File: src/rtl/rf_wport_arbiter.sv
// Register file write-port arbiter: WB has priority, MDU is guaranteed a grant after
// MAX_WAIT lost cycles; tracks outstanding MDU destinations for the hazard unit.
module rf_wport_arbiter #(
  parameter int DATA_W   = 32,
  parameter int ADDR_W   = 5,
  parameter int MAX_WAIT = 4
) (
  input  logic              clk_i,
  input  logic              rst_i,
  input  logic              wb_valid_i,
  input  logic [ADDR_W-1:0] wb_addr_i,
  input  logic [DATA_W-1:0] wb_data_i,
  output logic              wb_ready_o,
  input  logic              mdu_valid_i,
  input  logic [ADDR_W-1:0] mdu_addr_i,
  input  logic [DATA_W-1:0] mdu_data_i,
  output logic              mdu_ready_o,
  input  logic              issue_i,
  input  logic [ADDR_W-1:0] issue_addr_i,
  input  logic [ADDR_W-1:0] rs_addr_i,
  input  logic [ADDR_W-1:0] rt_addr_i,
  output logic              rs_busy_o,
  output logic              rt_busy_o,
  output logic              rf_we_o,
  output logic [ADDR_W-1:0] rf_addr_o,
  output logic [DATA_W-1:0] rf_data_o,
  output logic              mdu_prio_o
);

  localparam int NREG  = 1 << ADDR_W;
  localparam int CNT_W = $clog2(MAX_WAIT + 1);
  localparam logic [CNT_W-1:0] WAIT_LIM = CNT_W'(MAX_WAIT);

  typedef enum logic {
    WB_PRI  = 1'b0,
    MDU_PRI = 1'b1
  } state_t;

  state_t            state_reg, state_next;
  logic [CNT_W-1:0]  wait_cnt_reg, wait_cnt_next;
  logic              wb_xfer, mdu_xfer;
  logic              wr_en;
  logic [ADDR_W-1:0] wr_addr;
  logic [DATA_W-1:0] wr_data;
  logic              rf_we_reg, mdu_we_reg;
  logic [ADDR_W-1:0] rf_addr_reg;
  logic [DATA_W-1:0] rf_data_reg;
  logic [NREG-1:0]   busy_reg, busy_next;

  always_comb begin
    wb_ready_o    = 1'b1;
    mdu_ready_o   = !wb_valid_i;
    state_next    = state_reg;
    wait_cnt_next = wait_cnt_reg;

    case (state_reg)
      WB_PRI: begin
        wb_ready_o  = 1'b1;
        mdu_ready_o = !wb_valid_i;
      end
      MDU_PRI: begin
        mdu_ready_o = 1'b1;
        wb_ready_o  = !mdu_valid_i;
      end
      default: ;
    endcase

    wb_xfer  = wb_valid_i && wb_ready_o;
    mdu_xfer = mdu_valid_i && mdu_ready_o;

    if (mdu_xfer) begin
      wait_cnt_next = '0;
    end else if (mdu_valid_i && (wait_cnt_reg != WAIT_LIM)) begin
      wait_cnt_next = wait_cnt_reg + CNT_W'(1);
    end

    case (state_reg)
      WB_PRI:  if (mdu_valid_i && !mdu_xfer && (wait_cnt_next == WAIT_LIM)) state_next = MDU_PRI;
      MDU_PRI: if (mdu_xfer || !mdu_valid_i) state_next = WB_PRI;
      default: state_next = WB_PRI;
    endcase

    // At most one transfer per cycle, so a plain mux picks the winner.
    wr_addr = wb_xfer ? wb_addr_i : mdu_addr_i;
    wr_data = wb_xfer ? wb_data_i : mdu_data_i;
    wr_en   = (wb_xfer || mdu_xfer) && (wr_addr != '0);
  end

  // Per-register scoreboard update; a new issue beats a same-edge retire.
  assign busy_next[0] = 1'b0;
  generate
    for (genvar gi = 1; gi < NREG; gi++) begin : g_busy
      assign busy_next[gi] = (issue_i && (issue_addr_i == ADDR_W'(gi))) ||
                             (busy_reg[gi] && !(mdu_we_reg && (rf_addr_reg == ADDR_W'(gi))));
    end
  endgenerate

  always_ff @(posedge clk_i or posedge rst_i) begin
    if (rst_i) begin
      state_reg    <= WB_PRI;
      wait_cnt_reg <= '0;
      rf_we_reg    <= 1'b0;
      mdu_we_reg   <= 1'b0;
      rf_addr_reg  <= '0;
      rf_data_reg  <= '0;
      busy_reg     <= '0;
    end else begin
      state_reg    <= state_next;
      wait_cnt_reg <= wait_cnt_next;
      rf_we_reg    <= wr_en;
      mdu_we_reg   <= mdu_xfer && (mdu_addr_i != '0);
      busy_reg     <= busy_next;
      if (wr_en) begin
        rf_addr_reg <= wr_addr;
        rf_data_reg <= wr_data;
      end
    end
  end

  assign rf_we_o    = rf_we_reg;
  assign rf_addr_o  = rf_addr_reg;
  assign rf_data_o  = rf_data_reg;
  assign mdu_prio_o = (state_reg == MDU_PRI);
  assign rs_busy_o  = busy_reg[rs_addr_i];
  assign rt_busy_o  = busy_reg[rt_addr_i];

endmodule
File: config.mk
export PLATFORM = sky130hd
export DESIGN_NAME = rf_wport_arbiter
export DESIGN_NICKNAME = d
export VERILOG_FILES = /design/src/rtl/rf_wport_arbiter.sv
export SDC_FILE = /design/constraint.sdc
export NUM_CORES = 1
export LEC_CHECK = 0
export CAP_MARGIN = 25
export CORE_ASPECT_RATIO = 1.4
export CORE_MARGIN = 3
export CORE_UTILIZATION = 35
export CTS_CLUSTER_SIZE = 8
export DETAILED_ROUTE_END_ITERATION = 10
export PLACE_DENSITY = 0.69
export SLEW_MARGIN = 10
export SYNTH_ARGS = -nofsm -noshare
export SYNTH_HDL_FRONTEND = slang
export SYNTH_SLANG_ARGS = --single-unit
File: constraint.sdc
create_clock -name clk_i -period 3.3 [get_ports clk_i]
set_input_delay 0.825 -clock clk_i [delete_from_list [all_inputs] [get_ports clk_i]]
set_output_delay 0.825 -clock clk_i [all_outputs]
set_load 0.02 [all_outputs]
==> impl_metrics.json <==
{
  "startpoint": "rt_addr_i[2]",
  "busiest_layer": "met2",
  "syn2layout_area_growth_pct": 46.90,
  "cp_slowest_cell": "clkdlybuf4s50_1",
  "ys_seq_elements": 74,
  "grtUsageTotal_pct": 18.23,
  "hold_ws_ns": 0.5098,
  "period_minus_slack_ns": 3.211,
  "grt_pass1_vias": 3905,
  "yosysMostFrequentCell": "dfrtp_1",
  "power_density_mw_per_mm2": 496.1,
  "synth_compound_area_share_pct": 12.60,
  "dp_cells": 656,
  "syn_inst": 370,
  "cp_num_buf_inv": 3,
  "path_depth": 7,
  "overflow": 0,
  "register_area_mm2": 0.001852,
  "clkTransAtPathRegs_ns": 0.05,
  "rr_endpoint": "rf_data_o[0]$_DFFE_PP0P_",
  "grt_max_degree": 47,
  "r2r_cells": 6,
  "hold_violations": 0,
  "n_fill_cell": 994,
  "max_freq_mhz": 311.4,
  "rsz0062_at_grt": "false",
  "worstSetupPathType": "in -> out",
  "synth_top_area_share_pct": 44.18,
  "synth_seq_area_share_pct": 44.18,
  "postRouteAntennaNets": 0,
  "total_power_mw": 3.054,
  "die-area_mm2": 0.01334,
  "synth_edf_count": 0,
  "place_area_mm2": 0.005859,
  "core_area_mm2": 0.01151,
  "avgSynthCellArea_um2": 11.33,
  "grt_use_met2_pct": 30.78,
  "pre_cts_ws_ns": -0.4749,
  "vias_per_cell": 5.341,
  "fin_ws_ns": 0.08858,
  "num-nets-final": 619,
  "synth_xor_area_share_pct": 0,
  "setup_viol": 0,
  "multi_input_area_mm2": 0.002240,
  "p_leak_nw": 2.526,
  "cp_max_fo": 11,
  "fin_crit_sh_pct": 97.32,
  "crit_end": "rt_busy_o",
  "die_x_um": 98.49,
  "grt_util_met3_pct": 6.698,
  "netlist_area_mm2": 0.004192,
  "cts_tree": "built",
  "ios": 137,
  "outcome": "finished clean",
  "ys.flop_type": "dfrtp_1",
  "postSynth.asyncResetShare_pct": 100.0,
  "synth_top_family_by_area": "multiplexers",
  "synthSimpleGateAreaFrac_pct": 10.66,
  "first_iter_violations": 119,
  "cts.sinks": 74,
  "crit_chain": "clkdlybuf4s50_1 -> buf_12 -> mux2i_1 -> a22oi_1 -> nand3_1 -> nand4_1 -> clkdlybuf4s15_1",
  "start_util_pct": 36.41,
  "numCtsBuffers": 9,
  "reg2reg_slack_ns": 1.39,
  "gp_congestion": 0.9472,
  "hold_class": "reg -> reg",
  "totalWireLength_mm": 11.88,
  "routedWlPerCell_um": 17.68,
  "clock_latency_ns": 0.33,
  "drc": 0,
  "hpwlAfterDp_mm": 9.309,
  "postCtsSetupBuffers": 0,
  "synth_cell_type_count": 42,
  "cp.required_ns": 2.47,
  "synthTopCellsByArea": "dfrtp_1 44%, mux2_2 10%, mux2_4 10%",
  "fin_area_mm2": 0.006157,
  "synth.mux.area_fraction_pct": 29.31,
  "antenna_found_initial": 0,
  "r2r_start": "mdu_prio_o$_DFF_PP0_",
  "syn_nets": 466,
  "port_buffers": 136,
  "drv_slew": 0,
  "clk_path_buf_depth": 2,
  "dieHeight_um": 135.5,
  "max_slew.worst_pin.slew_ns": 0.6384,
  "htree_levels": 3,
  "ir_drop_mv": 0.2912,
  "critical_path_arrival_ns": 2.39,
  "cp-start-kind": "input port",
  "grt_pass1_wl_mm": 19.37,
  "rows": 46,
  "holdBufCountCts": 0,
  "fin_skew_ns": 0.002624,
  "fin_cells": 672,
  "yosysTopAreaCell": "dfrtp_1",
  "n_antenna_cell": 0,
  "slew_headroom_pct": 57.38,
  "synthTopCellsByCount": "74 x dfrtp_1, 68 x o21ai_0, 39 x mux2_2",
  "drive_gt1_share_pct": 22.35,
  "critPathCaptureType": "output pin",
  "cts-root-buf": "clkbuf_16",
  "met1_usage_pct": 20.99,
  "vias": 3589,
  "yosysWarnings": 0,
  "cap_violations": 0,
  "synthAdderAreaFrac_pct": 0.5970,
  "largest_reg_flops": 32,
  "critPathMaxStageDelay_ns": 0.55,
  "first_pass_iters": 4,
  "critPathTopFamily": "buffers and inverters"
}
-- what timing repair did --
action | in CTS | in global routing
cloned | 0 | 0
endpoints found under the setup margin | 2 | 2
hold endpoints to repair | 0 | 0
pin swaps | 0 | 0
resized for setup | 5 | 7
-- report_power, final --
part           switching, mW  internal, mW  leakage [nW]
clock network          0.362         0.603         0.149
registers              0.162          1.08         0.822
logic                  0.370         0.475          1.55
total                  0.894          2.16          2.53
-- cell type report --
type / instances / share of cell area (%)
clock buffer: 11 / 3.942
clock inverter: 5 / 0.8738
inverter: 8 / 0.4877
multi-input combinational: 274 / 36.37
sequential: 74 / 30.08
tap: 144 / 2.926
timing repair buffer: 156 / 25.32
-- worst min-delay path by stage --
| stage | slack, ns | from | to | cells after the start |
|---|---|---|---|---|
| floorplan | 0.47 | wait_cnt_reg[1]$_DFF_PP0_ | wait_cnt_reg[1]$_DFF_PP0_ | 2 |
| global placement | 0.49 | rf_data_o[5]$_DFFE_PP0P_ | rf_data_o[5]$_DFFE_PP0P_ | 1 |
| detailed placement | 0.49 | rf_data_o[23]$_DFFE_PP0P_ | rf_data_o[23]$_DFFE_PP0P_ | 1 |
| CTS | 0.51 | rf_data_o[27]$_DFFE_PP0P_ | rf_data_o[27]$_DFFE_PP0P_ | 1 |
| global route | 0.53 | rf_data_o[16]$_DFFE_PP0P_ | rf_data_o[16]$_DFFE_PP0P_ | 1 |
| finish | 0.51 | rf_data_o[26]$_DFFE_PP0P_ | rf_data_o[26]$_DFFE_PP0P_ | 1 |
-- worst reg2reg max path, stage by stage, from the launching register on --
cell and delay (ns):
dfrtp_1 0.44, a21boi_4 0.20, buf_4 0.20, mux2i_2 0.30, a21oi_4 0.10, buf_12 0.22
mux2_4 0.33
-- layer usage --
| metal | vias to the layer above | part of all wire (%) |
|---|---|---|
| met5 | - | 0 |
| met3 | 24 | 10 |
| met2 | 179 | 49 |
| met1 | 1717 | 38 |
| met4 | 0 | 2.6 |
| li1 | 1669 | - |
-- cells in the final DEF (no fill, tap or decap), types with 2 or more instances in the layout --
cell type        netlist  layout
or2_2                  2       2
clkinv_2               0       3
nand2_1               20      20
o21ai_0               68      68
a22oi_1                4       4
nand4b_1               2       2
ha_1                   2       2
mux2_2                39      39
nor3_1                 3       3
clkdlybuf4s50_1        0     129
clkdlybuf4s15_1        0       2
dlymetal6s2s_1         0       2
or4_1                  2       2
nand2b_1               8       8
a21oi_1                8       8
nand3b_1               4       4
o22ai_1                2       2
mux2i_2                1       2
mux2_4                28      28
buf_12                 0       4
o221ai_1               2       2
buf_4                  1      16
nand3_1               16      16
mux4_2                 6       6
dlygate4sd2_1          0       2
nand4_1                4       4
nor2_1                 8       8
inv_1                  8       7
mux2i_1               22      21
dfrtp_1               74      74
clkbuf_16              0       9
nor2b_1               10      10
-- cells by family (layout without fill, tap and decap cells) --
family / Yosys count / in the layout
adder cells (fa/ha/maj): 2 / 2
AND/OR/NAND/NOR: 83 / 83
multiplexers: 96 / 96
flip-flops: 74 / 74
buffers and inverters: 22 / 180
AO/OA/AOI/OAI: 93 / 93
-- per-stage QoR --
step	utilization, %	TNS [ns]
finish	53.49	0
global route	53.49	0
CTS	53.42	0
detailed placement	50.90	-0.8915
global placement	50.90	-0.8536
floorplan	-	0
(Power assumes the default switching activity.)
